[src/rtl/id_ex_operand_stage.sv]
// ID/EX pipeline register and operand-forwarding stage for the 16-bit ALU.
// Define IDEX_FORWARD_EN to forward EX/MEM and MEM/WB results; otherwise operands come from the register only.
module id_ex_operand_stage #(
    parameter int unsigned DATA_WIDTH = 16,
    parameter int unsigned OP_WIDTH   = 4,
    parameter int unsigned IDX_WIDTH  = 4,
    parameter logic [OP_WIDTH-1:0]  NOP_OP = '1,
    parameter logic [IDX_WIDTH-1:0] NO_REG = '1
) (
    input  logic                  clk,
    input  logic                  rst,
    input  logic                  stall,
    input  logic                  flush,
    input  logic                  id_valid,
    input  logic [OP_WIDTH-1:0]   id_alu_op,
    input  logic [IDX_WIDTH-1:0]  id_rs_idx,
    input  logic [IDX_WIDTH-1:0]  id_rt_idx,
    input  logic [DATA_WIDTH-1:0] id_rs_val,
    input  logic [DATA_WIDTH-1:0] id_rt_val,
    input  logic [DATA_WIDTH-1:0] id_imm,
    input  logic                  id_b_imm,
    input  logic [IDX_WIDTH-1:0]  id_dst_idx,
    input  logic                  id_reg_write,
    input  logic                  id_mem_read,
    input  logic                  id_mem_write,
    input  logic [IDX_WIDTH-1:0]  exm_dst_idx,
    input  logic                  exm_reg_write,
    input  logic [DATA_WIDTH-1:0] exm_result,
    input  logic [IDX_WIDTH-1:0]  mwb_dst_idx,
    input  logic                  mwb_reg_write,
    input  logic [DATA_WIDTH-1:0] mwb_result,
    output logic                  ex_valid,
    output logic [OP_WIDTH-1:0]   alu_op,
    output logic [DATA_WIDTH-1:0] srcdata_a,
    output logic [DATA_WIDTH-1:0] srcdata_b,
    output logic [DATA_WIDTH-1:0] ex_store_data,
    output logic [IDX_WIDTH-1:0]  ex_dst_idx,
    output logic                  ex_reg_write,
    output logic                  ex_mem_read,
    output logic                  ex_mem_write,
    output logic [15:0]           bubble_cnt
);

    logic                  valid_q;
    logic [OP_WIDTH-1:0]   op_q;
    logic [IDX_WIDTH-1:0]  rs_idx_q;
    logic [IDX_WIDTH-1:0]  rt_idx_q;
    logic [DATA_WIDTH-1:0] rs_val_q;
    logic [DATA_WIDTH-1:0] rt_val_q;
    logic [DATA_WIDTH-1:0] imm_q;
    logic                  b_imm_q;
    logic [IDX_WIDTH-1:0]  dst_q;
    logic                  reg_write_q;
    logic                  mem_read_q;
    logic                  mem_write_q;
    logic [15:0]           bubble_cnt_q;
    logic [DATA_WIDTH-1:0] rs_fwd;
    logic [DATA_WIDTH-1:0] rt_fwd;

    always_ff @(posedge clk or negedge rst) begin
        if (!rst) begin
            valid_q      <= 1'b0;
            op_q         <= NOP_OP;
            rs_idx_q     <= NO_REG;
            rt_idx_q     <= NO_REG;
            rs_val_q     <= '0;
            rt_val_q     <= '0;
            imm_q        <= '0;
            b_imm_q      <= 1'b0;
            dst_q        <= NO_REG;
            reg_write_q  <= 1'b0;
            mem_read_q   <= 1'b0;
            mem_write_q  <= 1'b0;
            bubble_cnt_q <= '0;
        end else if (flush || (!stall && !id_valid)) begin
            // flush overrides stall; an empty ID slot also becomes a bubble
            valid_q      <= 1'b0;
            op_q         <= NOP_OP;
            rs_idx_q     <= NO_REG;
            rt_idx_q     <= NO_REG;
            rs_val_q     <= '0;
            rt_val_q     <= '0;
            imm_q        <= '0;
            b_imm_q      <= 1'b0;
            dst_q        <= NO_REG;
            reg_write_q  <= 1'b0;
            mem_read_q   <= 1'b0;
            mem_write_q  <= 1'b0;
            if (bubble_cnt_q != '1) bubble_cnt_q <= bubble_cnt_q + 16'd1;
        end else if (!stall) begin
            valid_q      <= 1'b1;
            op_q         <= id_alu_op;
            rs_idx_q     <= id_rs_idx;
            rt_idx_q     <= id_rt_idx;
            rs_val_q     <= id_rs_val;
            rt_val_q     <= id_rt_val;
            imm_q        <= id_imm;
            b_imm_q      <= id_b_imm;
            dst_q        <= id_dst_idx;
            reg_write_q  <= id_reg_write;
            mem_read_q   <= id_mem_read;
            mem_write_q  <= id_mem_write;
        end
    end

`ifdef IDEX_FORWARD_EN
    // EX/MEM is the younger producer, so it wins over MEM/WB
    always_comb begin
        rs_fwd = rs_val_q;
        rt_fwd = rt_val_q;
        if (exm_reg_write && exm_dst_idx == rs_idx_q && rs_idx_q != NO_REG)
            rs_fwd = exm_result;
        else if (mwb_reg_write && mwb_dst_idx == rs_idx_q && rs_idx_q != NO_REG)
            rs_fwd = mwb_result;
        if (exm_reg_write && exm_dst_idx == rt_idx_q && rt_idx_q != NO_REG)
            rt_fwd = exm_result;
        else if (mwb_reg_write && mwb_dst_idx == rt_idx_q && rt_idx_q != NO_REG)
            rt_fwd = mwb_result;
    end
`else
    logic unused_fwd;
    assign rs_fwd     = rs_val_q;
    assign rt_fwd     = rt_val_q;
    assign unused_fwd = ^{exm_dst_idx, exm_reg_write, exm_result,
                          mwb_dst_idx, mwb_reg_write, mwb_result, rs_idx_q, rt_idx_q};
`endif

    assign ex_valid      = valid_q;
    assign alu_op        = op_q;
    assign srcdata_a     = rs_fwd;
    assign srcdata_b     = b_imm_q ? imm_q : rt_fwd;
    assign ex_store_data = rt_fwd;
    assign ex_dst_idx    = dst_q;
    assign ex_reg_write  = reg_write_q;
    assign ex_mem_read   = mem_read_q;
    assign ex_mem_write  = mem_write_q;
    assign bubble_cnt    = bubble_cnt_q;

endmodule
[config.mk]
export PLATFORM = sky130hd
export DESIGN_NAME = id_ex_operand_stage
export DESIGN_NICKNAME = d
export VERILOG_FILES = /design/src/rtl/id_ex_operand_stage.sv
export SDC_FILE = /design/constraint.sdc
export NUM_CORES = 1
export LEC_CHECK = 0
export CAP_MARGIN = 30
export CORE_AREA = 2 2 87 131
export CTS_BUF_LIST = sky130_fd_sc_hd__clkbuf_8
export DETAILED_ROUTE_END_ITERATION = 7
export DIE_AREA = 0 0 89 133
export GPL_ROUTABILITY_DRIVEN = 0
export GPL_TIMING_DRIVEN = 1
export PLACE_DENSITY = 0.69
export REMOVE_ABC_BUFFERS = 1
export SKIP_CTS_REPAIR_TIMING = 1
export SYNTH_ARGS = -nofsm -noshare
export SYNTH_HDL_FRONTEND = slang
export SYNTH_SLANG_ARGS = --single-unit
[constraint.sdc]
create_clock -name clk -period 1.5 [get_ports clk]
set_input_delay 0.3 -clock clk [delete_from_list [all_inputs] [get_ports clk]]
set_output_delay 0.3 -clock clk [all_outputs]
set_load 0.005 [all_outputs]
==> results by group <==
Timing
  – Period utilisation layout: 122%
  – Relative slew slack: 67.8%
  – Final hold slack: between 400 and 500 ps
  – Post-layout min period: between 1500 and 2000 ps
  – Endpoints failing setup: 22
  – Final max-slew violation count: 0
  – RSZ-0062 raised after global routing: true
  – Fmax: 547 MHz
  – Clk_skew: ~3.8 ps
  – Worst Tran Pin Value: around 480 ps
  – Final hold viol count: 0
  – Final WS setup: -327 ps

Drt
  – DR pass1 iterations: 4
  – WL met2: 5.36 mm
  – Via count: around 2.9k
  – Routed Antenna Nets: 0
  – Highest metal used: met4
  – Drt drc: 0
  – Via density: about 4.8
  – Met3 wire len: between 500 and 600 µm
  – Final WL: roughly 9.9 mm
  – Metal-1 WL: 3.70 mm
  – DR iter-0 viols: a little over 100
  – Drt wl/cell: around 17 µm

Run status
  – Failing checks: setup timing
  – Status: finished, violations left

Floorplanning
  – Chip width: ~90 µm
  – Core box area: 0.0108 mm²
  – DIE AREA: approximately 0.012 mm²
  – Die H: approximately 130 µm
  – Ports: 191
  – Rows: 47
  – Initial Utilization: approximately 29%

Final layout
  – Fillers: about 950
  – Utilization after layout: 53.9%
  – Fin area: approximately 0.006 mm²
  – Ratio of cells with drive above 1 in the final layout: roughly 34%
  – Layout Nets: ~560
  – Antenna cells: 0
  – Area Growth Syn to Fin: 84.6%

Clock network
  – CTS buffer count: 9
  – Worst-Skew Late Latency: approximately 350 ps
  – Clock transition at path regs: roughly 80 ps
  – Max clock buf depth: 2
  – CTS Root Buffer Type: clkbuf_8
  – H-tree Lvls: 3
  – CTS tree: built
  – Clock sink count: 77

Worst setup path
  – Critical path class: register to output pin
  – Register-to-register setup slack: -110 ps
  – CP arrival: between 1500 and 2000 ps
  – R2R Path Start: bubble_cnt[0]
  – Worst reg2reg path endpoint: bubble_cnt[15]
  – R2R cell count: 6
  – CP Max Fanout: 6
  – Crit path required time: between 1000 and 1500 ps
  – Crit start category: register
  – Crit. End Element: output pin

Global route
  – First-pass GRT wire length: approximately 14 mm
  – Global-route usage over all layers: 15.9%
  – Number of global-route vias before repair: ~2.9k
  – Largest net degree at the start of global routing: 36
  – GRT Residual Overflow: 0
  – Initial antenna violation count: 0

Placed design
  – Dpl hpwl: 6.55 mm
  – Dpl ws: -349 ps
  – Placed cell areas: ~0.0051 mm²
  – IO Port Bufs: 140

Synth
  – Area leader, netlist: dfrtp_1
  – Synthesized cell area: roughly 0.0032 mm²
  – Yosys top cell area share: a little over half
  – Register area share after synthesis: about three fifths
  – Mapped Cells: approximately 230
  – Most common cell in the netlist: dfrtp_1
  – Synth top area cells: dfrtp_1 55%, a22o_1 14%, dfstp_2 6.7%
  – Most used DFF post-synth: dfrtp_1
  – Number of synthesized flops with an enable pin: 0
  – Async SR Flop Fraction: 100%
  – Most frequent cells after synthesis: 69 x dfrtp_1, 52 x a22o_1, 16 x mux2_2
  – Syn Area/Cell: roughly 14 µm²
  – Post-synthesis register bit count: 77
  – Distinct cell type count after synthesis: 29
  – Synth warn: 0

Pwr
  – Static leakage: between 3 and 4 nW
  – Peak VDD IR: between 800 and 900 µV
  – Power per cell area: approximately 970 mW/mm²
  – Total design power: 5.64 mW

Min path
  – Hold Path Class: input port to async pin

Run
  – Max cap viols: 0
[per-layer routing]
layer | up-vias | track usage (%)
li1 | 1305 | -
met1 | 1450 | 18.1
met2 | 109 | 27.5
met3 | 20 | 4.12
met4 | 0 | 6.72
met5 | - | 0
[per-stage QoR]
step | std cells | setup TNS (ps)
final | 596 | -4350
after floorplan | 219 | -49400
after global routing | 596 | -5900
after CTS | 558 | -14660
after global placement | 543 | -14020
after detailed placement | 543 | -15780
[logic make-up (layout without fill, tap and decap cells)]
family,count (synthesis),after routing,share of synthesized area (%)
adder cells (fa/ha/maj),1,1,0.396
multiplexers,17,17,6.18
XOR/XNOR,15,15,4.16
flip-flops,77,77,61.3
buffers and inverters,15,230,1.82
AO/OA/AOI/OAI,62,62,17.0
AND/OR/NAND/NOR,47,47,9.15
[state kept, by name, indices dropped and copies added (netlist names)]
register,cells
imm_q,16
alu_op,4
b_imm_q,1
ex_store_data,16
srcdata_a,16
ex_valid,1
ex_mem_read,1
bubble_cnt,16
ex_dst_idx,4
ex_mem_write,1
ex_reg_write,1
[power by group]
group	internal, mW	switching, mW
clock network	0.808	0.782
logic	1.03	0.626
registers	2.26	0.146
[layout by cell type (no fill, tap or decap), types with 6 or more instances in the layout]
cell type | netlist | final
xor2_1 | 15 | 15
dfstp_2 | 8 | 8
clkbuf_2 | 0 | 13
o22a_1 | 8 | 8
clkdlybuf4s50_1 | 0 | 63
buf_4 | 0 | 55
nor2_1 | 7 | 6
nand2_1 | 7 | 7
buf_12 | 0 | 9
mux2_2 | 16 | 16
a22o_1 | 52 | 52
dfrtp_1 | 69 | 67
clkbuf_8 | 0 | 10
dlymetal6s2s_1 | 0 | 63
buf_6 | 0 | 10
[area by class of cell]
cell class / count / area, µm² / share of cell area [%]
clock buffer: 10 / 138 / 2.36
clock inverter: 5 / 58.8 / 1.01
multi-input combinational: 142 / 1300 / 22.3
sequential: 77 / 1940 / 33.2
tap: 147 / 184 / 3.15
timing repair buffer: 215 / 2210 / 38.0
[how the worst max path moves through the flow]
stage,from,to,slack (ps),depth (start not counted)
floorplan,flush,b_imm_q,-950,2
global placement,flush,bubble_cnt[15],-360,6
detailed placement,flush,bubble_cnt[15],-350,6
CTS,b_imm_q,srcdata_b[7],-540,3
global route,b_imm_q,srcdata_b[7],-390,5
finish,b_imm_q,srcdata_b[7],-330,5
[worst max-delay path, cell delays in order (launching register included)]
cell and delay, ps:
dfrtp_1 410, buf_12 140, buf_8 120, buf_4 130, mux2_2 260, clkbuf_2 120
No activity file was read; power rests on OpenSTA's default activity.
